===== config.mk =====
export PLATFORM = sky130hd
export DESIGN_NAME = apb_master_arbiter_flat
export DESIGN_NICKNAME = d
export VERILOG_FILES = /design/src/rtl/apb_master_arbiter_if.sv /design/src/rtl/apb_master_arbiter.sv /design/src/flat_wrapper.sv
export SDC_FILE = /design/constraint.sdc
export NUM_CORES = 1
export LEC_CHECK = 0
export BUFFER_PORTS_ARGS = -buffer_cell sky130_fd_sc_hd__buf_2
export CORE_MARGIN = 2
export CORE_UTILIZATION = 46
export CTS_CLUSTER_DIAMETER = 120
export DETAILED_ROUTE_END_ITERATION = 16
export GPL_TIMING_DRIVEN = 0
export PLACE_DENSITY_LB_ADDON = 0.1
export SLEW_MARGIN = 20
export SYNTH_ARGS = -nofsm -noshare
export SYNTH_HDL_FRONTEND = slang
export SYNTH_SLANG_ARGS = --single-unit

===== constraint.sdc =====
create_clock -name clk -period 2.2 [get_ports clk]
set_clock_uncertainty 0.15 [all_clocks]
set_input_delay 0.22 -clock clk [delete_from_list [all_inputs] [get_ports clk]]
set_output_delay 0.22 -clock clk [all_outputs]
set_load 0.05 [all_outputs]

===== src/rtl/apb_master_arbiter_if.sv =====
// apb_master_arbiter_if: requester handshakes and APB bus shared by the arbiter and its environment
interface apb_master_arbiter_if;
    logic       req0_valid, req0_write, req0_ready, req0_done, req0_err;
    logic [7:0] req0_addr, req0_wdata, req0_rdata;
    logic       req1_valid, req1_write, req1_ready, req1_done, req1_err;
    logic [7:0] req1_addr, req1_wdata, req1_rdata;
    logic       psel, penable, pwrite, pready;
    logic [7:0] paddr, pwdata_in, prdata_out;
    modport master (
        input  req0_valid, req0_write, req0_addr, req0_wdata,
        output req0_ready, req0_done, req0_err, req0_rdata,
        input  req1_valid, req1_write, req1_addr, req1_wdata,
        output req1_ready, req1_done, req1_err, req1_rdata,
        output psel, penable, pwrite, paddr, pwdata_in,
        input  prdata_out, pready
    );
    modport slave (
        output req0_valid, req0_write, req0_addr, req0_wdata,
        input  req0_ready, req0_done, req0_err, req0_rdata,
        output req1_valid, req1_write, req1_addr, req1_wdata,
        input  req1_ready, req1_done, req1_err, req1_rdata,
        input  psel, penable, pwrite, paddr, pwdata_in,
        output prdata_out, pready
    );
endinterface


===== src/rtl/apb_master_arbiter.sv =====
// apb_master_arbiter: two-requester round-robin arbiter driving a single APB master port with ACCESS timeout
module apb_master_arbiter #(
    parameter int TIMEOUT_CYCLES = 16
) (
    input  logic                 clk,
    input  logic                 presetn,
    apb_master_arbiter_if.master bus
);
    typedef enum logic [1:0] {IDLE, SETUP, ACCESS} state_t;
    state_t     state, state_n;
    logic       last_g, g, gnt_any, gnt_id, finish, abort, wr_n;
    logic [7:0] cnt;
    always_comb begin
        gnt_any        = bus.req0_valid | bus.req1_valid;
        gnt_id         = (bus.req0_valid & bus.req1_valid) ? ~last_g : bus.req1_valid;
        wr_n           = gnt_id ? bus.req1_write : bus.req0_write;
        finish         = (state == ACCESS) & bus.pready;
        // pready on the final counted cycle still completes normally
        abort          = (state == ACCESS) & ~bus.pready & (cnt == 8'(TIMEOUT_CYCLES - 1));
        bus.req0_ready = (state == IDLE) & gnt_any & ~gnt_id;
        bus.req1_ready = (state == IDLE) & gnt_any & gnt_id;
        state_n        = (state == IDLE)  ? (gnt_any ? SETUP : IDLE) :
                         (state == SETUP) ? ACCESS :
                         (finish | abort) ? IDLE : ACCESS;
    end
    always_ff @(posedge clk) begin
        if (!presetn) state <= IDLE;
        else          state <= state_n;
    end
    always_ff @(posedge clk) begin
        if (!presetn) begin
            last_g         <= 1'b1;
            g              <= 1'b0;
            cnt            <= 8'h00;
            bus.psel       <= 1'b0;
            bus.penable    <= 1'b0;
            bus.pwrite     <= 1'b0;
            bus.paddr      <= 8'h00;
            bus.pwdata_in  <= 8'h00;
            bus.req0_done  <= 1'b0;
            bus.req1_done  <= 1'b0;
            bus.req0_err   <= 1'b0;
            bus.req1_err   <= 1'b0;
            bus.req0_rdata <= 8'h00;
            bus.req1_rdata <= 8'h00;
        end else begin
            cnt           <= (state == ACCESS && !bus.pready) ? cnt + 8'd1 : 8'h00;
            bus.psel      <= state_n != IDLE;
            bus.penable   <= state_n == ACCESS;
            bus.req0_done <= (finish | abort) & ~g;
            bus.req1_done <= (finish | abort) & g;
            bus.req0_err  <= abort & ~g;
            bus.req1_err  <= abort & g;
            if ((finish | abort) && !bus.pwrite && !g) bus.req0_rdata <= abort ? 8'h00 : bus.prdata_out;
            if ((finish | abort) && !bus.pwrite && g)  bus.req1_rdata <= abort ? 8'h00 : bus.prdata_out;
            if (state == IDLE && gnt_any) begin
                last_g        <= gnt_id;
                g             <= gnt_id;
                bus.pwrite    <= wr_n;
                bus.paddr     <= gnt_id ? bus.req1_addr : bus.req0_addr;
                bus.pwdata_in <= !wr_n ? 8'h00 : gnt_id ? bus.req1_wdata : bus.req0_wdata;
            end
        end
    end
endmodule


===== src/flat_wrapper.sv =====
// flat-port wrapper written by rule: the top's interface ports become plain ports
module apb_master_arbiter_flat 
#(
    parameter int TIMEOUT_CYCLES = 16
)
  (clk, presetn, bus_req0_valid, bus_req0_write, bus_req0_addr, bus_req0_wdata, bus_req0_ready, bus_req0_done, bus_req0_err, bus_req0_rdata, bus_req1_valid, bus_req1_write, bus_req1_addr, bus_req1_wdata, bus_req1_ready, bus_req1_done, bus_req1_err, bus_req1_rdata, bus_psel, bus_penable, bus_pwrite, bus_paddr, bus_pwdata_in, bus_prdata_out, bus_pready);
  apb_master_arbiter_if bus_i ();
  input  logic clk;
  input  logic presetn;
  input wire logic [$bits(bus_i.req0_valid)-1:0] bus_req0_valid;
  input wire logic [$bits(bus_i.req0_write)-1:0] bus_req0_write;
  input wire logic [$bits(bus_i.req0_addr)-1:0] bus_req0_addr;
  input wire logic [$bits(bus_i.req0_wdata)-1:0] bus_req0_wdata;
  output wire logic [$bits(bus_i.req0_ready)-1:0] bus_req0_ready;
  output wire logic [$bits(bus_i.req0_done)-1:0] bus_req0_done;
  output wire logic [$bits(bus_i.req0_err)-1:0] bus_req0_err;
  output wire logic [$bits(bus_i.req0_rdata)-1:0] bus_req0_rdata;
  input wire logic [$bits(bus_i.req1_valid)-1:0] bus_req1_valid;
  input wire logic [$bits(bus_i.req1_write)-1:0] bus_req1_write;
  input wire logic [$bits(bus_i.req1_addr)-1:0] bus_req1_addr;
  input wire logic [$bits(bus_i.req1_wdata)-1:0] bus_req1_wdata;
  output wire logic [$bits(bus_i.req1_ready)-1:0] bus_req1_ready;
  output wire logic [$bits(bus_i.req1_done)-1:0] bus_req1_done;
  output wire logic [$bits(bus_i.req1_err)-1:0] bus_req1_err;
  output wire logic [$bits(bus_i.req1_rdata)-1:0] bus_req1_rdata;
  output wire logic [$bits(bus_i.psel)-1:0] bus_psel;
  output wire logic [$bits(bus_i.penable)-1:0] bus_penable;
  output wire logic [$bits(bus_i.pwrite)-1:0] bus_pwrite;
  output wire logic [$bits(bus_i.paddr)-1:0] bus_paddr;
  output wire logic [$bits(bus_i.pwdata_in)-1:0] bus_pwdata_in;
  input wire logic [$bits(bus_i.prdata_out)-1:0] bus_prdata_out;
  input wire logic [$bits(bus_i.pready)-1:0] bus_pready;
  assign bus_i.req0_valid = bus_req0_valid;
  assign bus_i.req0_write = bus_req0_write;
  assign bus_i.req0_addr = bus_req0_addr;
  assign bus_i.req0_wdata = bus_req0_wdata;
  assign bus_req0_ready = bus_i.req0_ready;
  assign bus_req0_done = bus_i.req0_done;
  assign bus_req0_err = bus_i.req0_err;
  assign bus_req0_rdata = bus_i.req0_rdata;
  assign bus_i.req1_valid = bus_req1_valid;
  assign bus_i.req1_write = bus_req1_write;
  assign bus_i.req1_addr = bus_req1_addr;
  assign bus_i.req1_wdata = bus_req1_wdata;
  assign bus_req1_ready = bus_i.req1_ready;
  assign bus_req1_done = bus_i.req1_done;
  assign bus_req1_err = bus_i.req1_err;
  assign bus_req1_rdata = bus_i.req1_rdata;
  assign bus_psel = bus_i.psel;
  assign bus_penable = bus_i.penable;
  assign bus_pwrite = bus_i.pwrite;
  assign bus_paddr = bus_i.paddr;
  assign bus_pwdata_in = bus_i.pwdata_in;
  assign bus_i.prdata_out = bus_prdata_out;
  assign bus_i.pready = bus_pready;
  apb_master_arbiter #(.TIMEOUT_CYCLES(TIMEOUT_CYCLES)) u_core (.clk(clk), .presetn(presetn), .bus(bus_i));
endmodule

==> flow_summary.json, run 1 <==
{
  "dp_hpwl_um": 3150,
  "dr_wl_met2_um": 1980,
  "synth_nets": 231,
  "synth_top_area_share_pct": 52.3,
  "relSlewSlack_pct": 60.8,
  "nFillCells": 377,
  "nNetsFinal": 326,
  "arrival_ns": 1.69,
  "initial_core_util_pct": 48.4,
  "overflow": 0,
  "totalWireLength_um": 4350,
  "fp.dieArea_um2": 4780,
  "clk_pin_slew_ns": 0.09,
  "final_util_pct": 64.0,
  "antennaDiodeCount": 0,
  "yosys_register_bits": 51,
  "synth_area_um2": 1950,
  "io-pin-count": 88,
  "synth-adder-area-share_pct": 0.641,
  "tns_ns": 0,
  "place.port_buffers": 87,
  "powerDensity_nw_per_um2": 786,
  "rsz0062_at_grt": "no",
  "status": "completed",
  "grt_pass1_wl_um": 7340,
  "p_leak_nw": 1.18,
  "cts_tree": "built",
  "avgSynthCellArea_um2": 10.7,
  "peakVddDrop_mv": 0.488,
  "avgViaCountPerCell": 5.28,
  "combPwrFrac_pct": 18.8,
  "crit_chain": "a21boi_0 > buf_4 > and2_1 > buf_2 > buf_2",
  "cts_max_path_buffers": 2,
  "min_path_type": "input pin to flip-flop",
  "cpMaxStageDelayCell": "dfxtp_1",
  "ys_seq_area_share_pct": 52.3,
  "cts_buffers": 5,
  "dr.first_iter.drc_count": 108,
  "wl_met1_um": 2050,
  "die_y_um": 69.1,
  "hold_viol": 0,
  "pwr-share-seq_pct": 48.9,
  "worstPathRequired_ns": 1.83,
  "cp-end-kind": "output port",
  "wl_met3_um": 275,
  "setup_viol": 0,
  "synth_top_area_cell": "dfxtp_1",
  "p_int_mw": 1.46,
  "maxCapViolCount": 0,
  "synth_top_family_by_area": "compound AO/OA/AOI/OAI gates",
  "max_freq_mhz": 486,
  "grt_max_degree": 16,
  "final_cell_mix": "90 x buf_2, 51 x dfxtp_1, 21 x nor2_1",
  "synth_compound_area_share_pct": 22.0,
  "critPathTopFamily": "buffers and inverters",
  "drive_above_1_share_pct": 39.8,
  "place_area_um2": 2450,
  "synth_mux_area_share_pct": 4.10,
  "synth_area_leaders": "dfxtp_1 52%, a32o_1 8.2%, a222oi_1 4.1%",
  "crit_path_start_kind": "flip-flop",
  "period_share_pct": 93.5,
  "synth_xor_area_share_pct": 2.69,
  "grt_pass1_vias": 1617,
  "antenna_left": 0,
  "stdcell_area_um2": 2580,
  "clkPwrFrac_pct": 32.3,
  "cts_setup_buffers": 0,
  "p_sw_share_pct": 28.1,
  "critPathMaxStageDelay_ns": 0.32,
  "crit_path_max_fanout": 10,
  "cts_max_level": 2,
  "power.switching_uw": 570,
  "layout_commonest_cell": "buf_2",
  "slew_viol_final": 0,
  "cp_common_cell": "buf_2",
  "wire_per_inst_um": 13.2,
  "synth_cells": 183,
  "cts-root-buf": "clkbuf_8",
  "synth-simple-area-share_pct": 14.9,
  "core_um2": 4030,
  "ys_warn_count": 0,
  "worst_pin_slew_ns": 0.586,
  "cts_resized": 0,
  "gp_congestion": 0.833,
  "grt_use_total_pct": 18.7,
  "cp_num_buf_inv": 3,
  "hold-worst-slack_ns": 0.0216,
  "path_class": "flip-flop to output port",
  "die_w_um": 69.1,
  "placementRows": 23,
  "vias": 1736,
  "drc": 0,
  "topRoutingLayerUsed": "met4",
  "area_growth_syn_to_layout_pct": 32.1,
  "drtPass1Iterations": 4,
  "worstSkewPairLatency_ns": 0.30,
  "clkSinkCount": 51,
  "antenna_found_initial": 0,
  "finalCriticalPeriod_ns": 2.06,
  "yosysUniqueCellTypes": 37
}
## sequential cells by signal (all words and copies together) (netlist names)
register / count
u_core.g: 1
u_core.bus.req1_err: 1
u_core.bus.req0_rdata: 8
u_core.bus.req0_done: 1
u_core.bus.req1_done: 1
u_core.bus.paddr: 8
u_core.cnt: 8
u_core.bus.pwdata_in: 8
u_core.state: 2
u_core.last_g: 1
u_core.bus.pwrite: 1
u_core.bus.penable: 1
u_core.bus.req0_err: 1
u_core.bus.psel: 1
u_core.bus.req1_rdata: 8
## cells by family (layout without fill, tap and decap cells)
logic type | after synthesis | count (layout)
mux | 8 | 8
flops | 51 | 51
buf+inv | 13 | 109
simple gates | 53 | 53
compound gates | 51 | 51
fa+ha+maj | 1 | 1
xor+xnor | 6 | 6
## synth_stat cells
master and number:
dfxtp_1 51, nor2_1 21, a32o_1 16, a21oi_1 11
nand2_1 11, a21o_1 8, a222oi_1 8, mux2i_1 8
clkbuf_1 4, a21oi_2 3, buf_2 3, nand3_1 3
xnor2_1 3, xor2_1 3, and2_1 2, and3_1 2
inv_1 2, nand4_1 2, nor3_1 2, nor4_1 2
nor4b_4 2, a21boi_0 1, a31oi_1 1, and3_2 1
and4_1 1, buf_4 1, clkbuf_2 1, dlymetal6s2s_1 1
ha_1 1, inv_2 1, nand2b_1 1, nand3b_1 1
o21ai_0 1, o21ba_2 1, o21bai_4 1, or2_2 1
or4_4 1
## power by group through the flow
stage	clock (mW)	sequential [mW]	combinational (mW)
final	0.654	0.992	0.381
after global routing	0.709	0.998	0.413
after CTS	0.675	0.993	0.383
after detailed placement	0	1.01	0.381
after global placement	0	1.01	0.378
after floorplan	0	1.13	0.152
## final cells by class
cell class                      count  area [um2]  share of cell area [%]
Inverter                            3        11.3                   0.437
Clock buffer                        6        82.6                    3.20
Sequential cell                    51        1020                    39.6
Clock inverter                      2        35.0                    1.36
Timing Repair Buffer               88         445                    17.3
Tap cell                           50        62.6                    2.43
Buffer                             10        55.1                    2.14
Multi-Input combinational cell    119         865                    33.5
## path summary, 6_finish.rpt
path	start	to	slack (ns)	cells after the start
worst min-delay path	bus_prdata_out[3]	u_core.bus.req1_rdata[3]	0.02	2
worst max register to register	u_core.g	u_core.bus.req1_rdata[1]	0.30	4
worst max-delay path	u_core.last_g	bus_req1_ready	0.14	5
worst min register to register	u_core.bus.pwdata_in[6]	u_core.bus.pwdata_in[6]	0.30	2
## metrics by stage
stage                     worst slack, ns  total power, mW  instances
after floorplan                     0.502             1.28        183
final                               0.143             2.03        329
after global routing              0.00361             2.12        329
after CTS                           0.127             2.05        329
after detailed placement            0.343             1.39        320
after global placement              0.336             1.39        320
## per-layer routing
| metal | up-vias | track usage, % |
|---|---|---|
| li1 | 875 | - |
| met1 | 800 | 24.0 |
| met2 | 56 | 30.1 |
| met3 | 5 | 4.97 |
| met4 | 0 | 6.97 |
| met5 | - | 0 |
## what timing repair did
action / 4_1_cts / 5_1_grt
setup endpoints to repair: 0 / 0
hold buffers: 1 / 0
hold endpoints to repair: 1 / 0
(Power assumes the default switching activity.)
==> inputs of run 2 (changes only) <==
Settings changed: CORE_MARGIN 2 to 5, RECOVER_POWER set to 25.
==> flow_summary.json, run 2 (synthesis gave the netlist of run 1 again) <==
{
  "status": "completed",
  "finalNonFillerCells": 328,
  "placementRows": 23,
  "regToRegSetupSlack_ns": 0.33,
  "dp_hpwl_um": 3470,
  "wire_per_inst_um": 14.3,
  "finalCriticalPeriod_ns": 2.08,
  "layout_commonest_cell": "buf_2",
  "peakVddDrop_mv": 0.440,
  "reg2reg_from": "u_core.g",
  "p_leak_nw": 1.08,
  "period_share_pct": 94.5,
  "antenna_found_initial": 0,
  "dp_cells": 320,
  "hold-worst-slack_ns": 0.0196,
  "r2r_end": "u_core.bus.req1_rdata[2]",
  "die_y_um": 75.1,
  "p_int_mw": 1.42,
  "cpMaxStageDelayCell": "dfxtp_1",
  "initial_core_util_pct": 48.1,
  "powerDensity_nw_per_um2": 781,
  "cts_max_path_buffers": 2,
  "cts_setup_buffers": 0,
  "worstPathRequired_ns": 1.83,
  "holdPathStages": 2,
  "cts_max_level": 2,
  "dr.first_iter.drc_count": 118,
  "place.port_buffers": 87,
  "grt_use_total_pct": 17.0,
  "io-pin-count": 88,
  "drc": 0,
  "worstSkewPairLatency_ns": 0.30,
  "setup_viol": 0,
  "clk_pin_slew_ns": 0.09,
  "arrival_ns": 1.71,
  "drive_above_1_share_pct": 30.9,
  "cp-end-kind": "output port",
  "drtPass1Iterations": 4,
  "combPwrFrac_pct": 19.1,
  "holdPathEnd": "u_core.bus.req0_rdata[5]",
  "vias": 1728,
  "slew_viol_final": 0,
  "crit_path_start_kind": "flip-flop",
  "final_cell_mix": "67 x buf_2, 51 x dfxtp_1, 28 x clkbuf_1",
  "path_class": "flip-flop to output port",
  "cts_tree": "built",
  "totalWireLength_um": 4680,
  "clkPwrFrac_pct": 30.8,
  "antennaDiodeCount": 0,
  "hp-start": "bus_prdata_out[5]",
  "antenna_left": 0,
  "p_sw_share_pct": 28.4,
  "rsz0062_at_grt": "no",
  "max_freq_mhz": 481,
  "avgViaCountPerCell": 5.27,
  "worst_pin_slew_ns": 0.619,
  "r2r_cells": 4,
  "grt_pass1_vias": 1633,
  "hold_viol": 0,
  "gp_congestion": 0.748,
  "grt_pass1_wl_um": 7440,
  "final_util_pct": 62.4,
  "core_um2": 4060,
  "min_path_type": "input pin to flip-flop",
  "grt_max_degree": 15,
  "clkSinkCount": 51,
  "nNetsFinal": 326,
  "fp.dieArea_um2": 5650,
  "pwr-share-seq_pct": 50.2,
  "cts_buffers": 5,
  "crit_chain": "a21boi_0 > buf_4 > and2_1 > buf_2 > buf_2",
  "tns_ns": 0,
  "relSlewSlack_pct": 58.9,
  "die_w_um": 75.1,
  "crit_path_max_fanout": 10,
  "critPathMaxStageDelay_ns": 0.33,
  "maxCapViolCount": 0,
  "cp_common_cell": "buf_2",
  "power.switching_uw": 562,
  "overflow": 0,
  "nFillCells": 381,
  "area_growth_syn_to_layout_pct": 29.8,
  "cts-root-buf": "clkbuf_8"
}
run 2: metrics by stage:
step | power [mW] | instance area [um2] | setup WS (ns)
finish | 1.98 | 2530 | 0.120
global placement | 1.39 | 2450 | 0.324
global route | 2.07 | 2530 | 0.0362
CTS | 2.01 | 2560 | 0.118
detailed placement | 1.40 | 2450 | 0.327
floorplan | 1.28 | 1950 | 0.502
run 2: worst max-delay path, delay by kind of cell, from the launching register on:
kind | cells | cell delay (ns)
buffers and inverters | 3 | 0.75
DFF | 1 | 0.33
and+or+nand+nor | 1 | 0.17
AOI/OAI and AO/OA | 1 | 0.16
run 2: final cells by class:
cell class	count	area (um2)	area share, %
flip-flops and latches	51	1020	40.3
multi-input cells	119	865	34.1
repair buffers	88	417	16.4
clock buffers	6	72.6	2.86
well taps	50	62.6	2.47
plain buffers	10	55.1	2.17
clock inverters	1	30.0	1.19
inverters	3	11.3	0.444
run 2: power by group through the flow:
stage | sequential [mW] | combinational, mW | clock [mW]
after CTS | 0.992 | 0.386 | 0.634
after global placement | 1.01 | 0.380 | 0
final | 0.993 | 0.377 | 0.608
after global routing | 0.999 | 0.408 | 0.665
after detailed placement | 1.01 | 0.384 | 0
after floorplan | 1.13 | 0.152 | 0
run 2: worst max path at each step:
stage                                     to  cells past startpoint  slack (ns)               from
global placement    u_core.bus.req1_rdata[1]                      4        0.32           u_core.g
CTS                           bus_req1_ready                      5        0.12      u_core.last_g
detailed placement  u_core.bus.req1_rdata[1]                      4        0.33           u_core.g
finish                        bus_req1_ready                      5        0.12      u_core.last_g
floorplan           u_core.bus.req0_rdata[0]                      3        0.50  u_core.bus.pwrite
global route                  bus_req1_ready                      5        0.04      u_core.last_g
run 2: metal layers:
metal  vias to the layer above  part of all wire, %  track usage, %
met4                         0                 0.90            4.08
met3                         5                  7.1            4.54
met1                       794                   44            21.3
met5                         -                    0               0
li1                        878                    -               -
met2                        51                   48            29.2
run 2: what timing repair did:
item                                    in CTS  in global routing
endpoints found under the setup margin       0                  0
hold buffers                                 1                  0
gates resized for setup                      0                  0
endpoints found under the hold margin        1                  0
==> inputs of run 3 (changes only) <==
Settings changed: CELL_PAD_IN_SITES_DETAIL_PLACEMENT set to 1, CELL_PAD_IN_SITES_GLOBAL_PLACEMENT set to 2, CORE_UTILIZATION 46 to 27, GPL_ROUTABILITY_DRIVEN set to 0, SLEW_MARGIN 20 to 25.
==> flow_summary.json, run 3 (synthesis gave the netlist of run 1 again) <==
{
  "status": "completed",
  "antenna_left": 0,
  "drive_above_1_share_pct": 31.2,
  "tns_ns": 0,
  "pwr-share-seq_pct": 50.9,
  "clkPwrFrac_pct": 29.4,
  "r2r_cells": 4,
  "p_int_mw": 1.37,
  "core_um2": 7140,
  "cts_max_path_buffers": 2,
  "grt_max_degree": 15,
  "slew_viol_final": 0,
  "crit_chain": "nor2_1 > and3_1 > buf_2 > buf_2",
  "cp_common_cell": "buf_2",
  "reg2reg_from": "u_core.g",
  "drtPass1Iterations": 5,
  "p_leak_nw": 1.08,
  "dp_hpwl_um": 4050,
  "grt.met2_usage_pct": 20.3,
  "layout_commonest_cell": "buf_2",
  "critPathMaxStageDelay_ns": 0.39,
  "fin_ws_ns": 0.160,
  "finalCriticalPeriod_ns": 2.04,
  "holdPathEnd": "u_core.bus.req0_rdata[4]",
  "worst_pin_slew_ns": 0.629,
  "die_w_um": 95.0,
  "grt_busiest_layer": "met2",
  "met1_usage_pct": 14.7,
  "worstSkewPairLatency_ns": 0.29,
  "regToRegSetupSlack_ns": 0.22,
  "drc": 0,
  "clkSinkCount": 51,
  "path_class": "flip-flop to output port",
  "min_path_type": "input pin to flip-flop",
  "grt.met3_usage_pct": 3.95,
  "holdPathStages": 2,
  "r2r_end": "u_core.bus.req1_rdata[7]",
  "cp-end-kind": "output port",
  "power.switching_uw": 582,
  "placementRows": 31,
  "clk_pin_slew_ns": 0.09,
  "peakVddDrop_mv": 0.267,
  "grt_pass1_wl_um": 8480,
  "max_freq_mhz": 490,
  "grt_use_total_pct": 12.0,
  "initial_core_util_pct": 27.3,
  "fp.dieArea_um2": 9030,
  "hold_viol": 0,
  "p_sw_share_pct": 29.8,
  "cts-root-buf": "clkbuf_8",
  "powerDensity_nw_per_um2": 753,
  "hp-start": "bus_prdata_out[4]",
  "final_cell_mix": "66 x buf_2, 51 x dfxtp_1, 28 x clkbuf_1",
  "arrival_ns": 1.67,
  "antenna_found_initial": 0,
  "setup_viol": 0,
  "combPwrFrac_pct": 19.7,
  "period_share_pct": 92.7,
  "cts_buffers": 5,
  "relSlewSlack_pct": 57.9,
  "crit_path_max_fanout": 9,
  "rsz0062_at_grt": "no",
  "place.port_buffers": 87,
  "area_growth_syn_to_layout_pct": 32.9,
  "grt_pass1_vias": 1799,
  "crit_path_start_kind": "flip-flop",
  "cts_tree": "built",
  "antennaDiodeCount": 0,
  "nNetsFinal": 326,
  "avgViaCountPerCell": 4.60,
  "dp_slack_ns": 0.238,
  "wire_per_inst_um": 14.5,
  "totalWireLength_um": 5470,
  "io-pin-count": 88,
  "dr.first_iter.drc_count": 69,
  "die_y_um": 95.0,
  "worstPathRequired_ns": 1.83,
  "cts_max_level": 2,
  "overflow": 0,
  "maxCapViolCount": 0,
  "vias": 1738,
  "cpMaxStageDelayCell": "dfxtp_1"
}
==> run 3: repair_timing <==
| item | 4_1_cts | 5_1_grt |
|---|---|---|
| resized for setup | 0 | 2 |
| endpoints found under the hold margin | 1 | 0 |
| setup endpoints to repair | 0 | 1 |
| setup buffers | 0 | 0 |
| hold buffers | 1 | 0 |
==> run 3: per-layer routing <==
layer | share of wire (%) | up-vias | wire length (um)
met1 | 45 | 816 | 2440
li1 | - | 868 | -
met3 | 7.3 | 2 | 398
met4 | 0.33 | 0 | 18
met5 | 0 | - | 0
met2 | 48 | 52 | 2610
==> run 3: worst max-delay path by stage <==
stage | to | slack, ns | cells after the start | from
global placement | u_core.bus.req1_rdata[4] | 0.25 | 4 | u_core.g
finish | bus_req0_ready | 0.16 | 4 | u_core.state[0]
CTS | bus_req1_ready | 0.07 | 5 | u_core.last_g
detailed placement | u_core.bus.req1_rdata[6] | 0.24 | 4 | u_core.g
floorplan | u_core.bus.req0_rdata[0] | 0.50 | 3 | u_core.bus.pwrite
global route | bus_req1_ready | 0.02 | 5 | u_core.last_g
==> run 3: worst max-delay path: cells and delay by family, from the launching register on <==
family / cells / cell delay (ns)
simple gates: 2 / 0.47
flops: 1 / 0.39
buf+inv: 2 / 0.51
==> run 3: power groups by stage <==
| stage | logic [mW] | registers, mW | clock network [mW] |
|---|---|---|---|
| 6_report | 0.386 | 0.994 | 0.575 |
| 5_1_grt | 0.416 | 1.00 | 0.645 |
| 4_1_cts | 0.396 | 0.995 | 0.606 |
| 3_5_place_dp | 0.394 | 1.02 | 0 |
| 3_3_place_gp | 0.392 | 1.02 | 0 |
| 2_1_floorplan | 0.152 | 1.13 | 0 |
==> run 3: layout make-up <==
cell class	count	area, um2
buffer	10	55.1
tap	99	124
clock buffer	8	100
timing repair buffer	88	419
multi-input combinational	119	865
inverter	3	11.3
fill	883	4540
sequential	51	1020
==> run 3: stage by stage <==
stage	cell area [um2]	power, mW	util, %	hold WS (ns)	cells
4_1_cts	2620	2.00	36.7	0.0133	378
6_report	2590	1.95	36.4	0.0227	378
3_5_place_dp	2510	1.41	35.2	0.287	369
5_1_grt	2590	2.06	36.4	0.0144	378
3_3_place_gp	2510	1.41	35.2	0.286	369
2_1_floorplan	1950	1.28	-	0.132	183
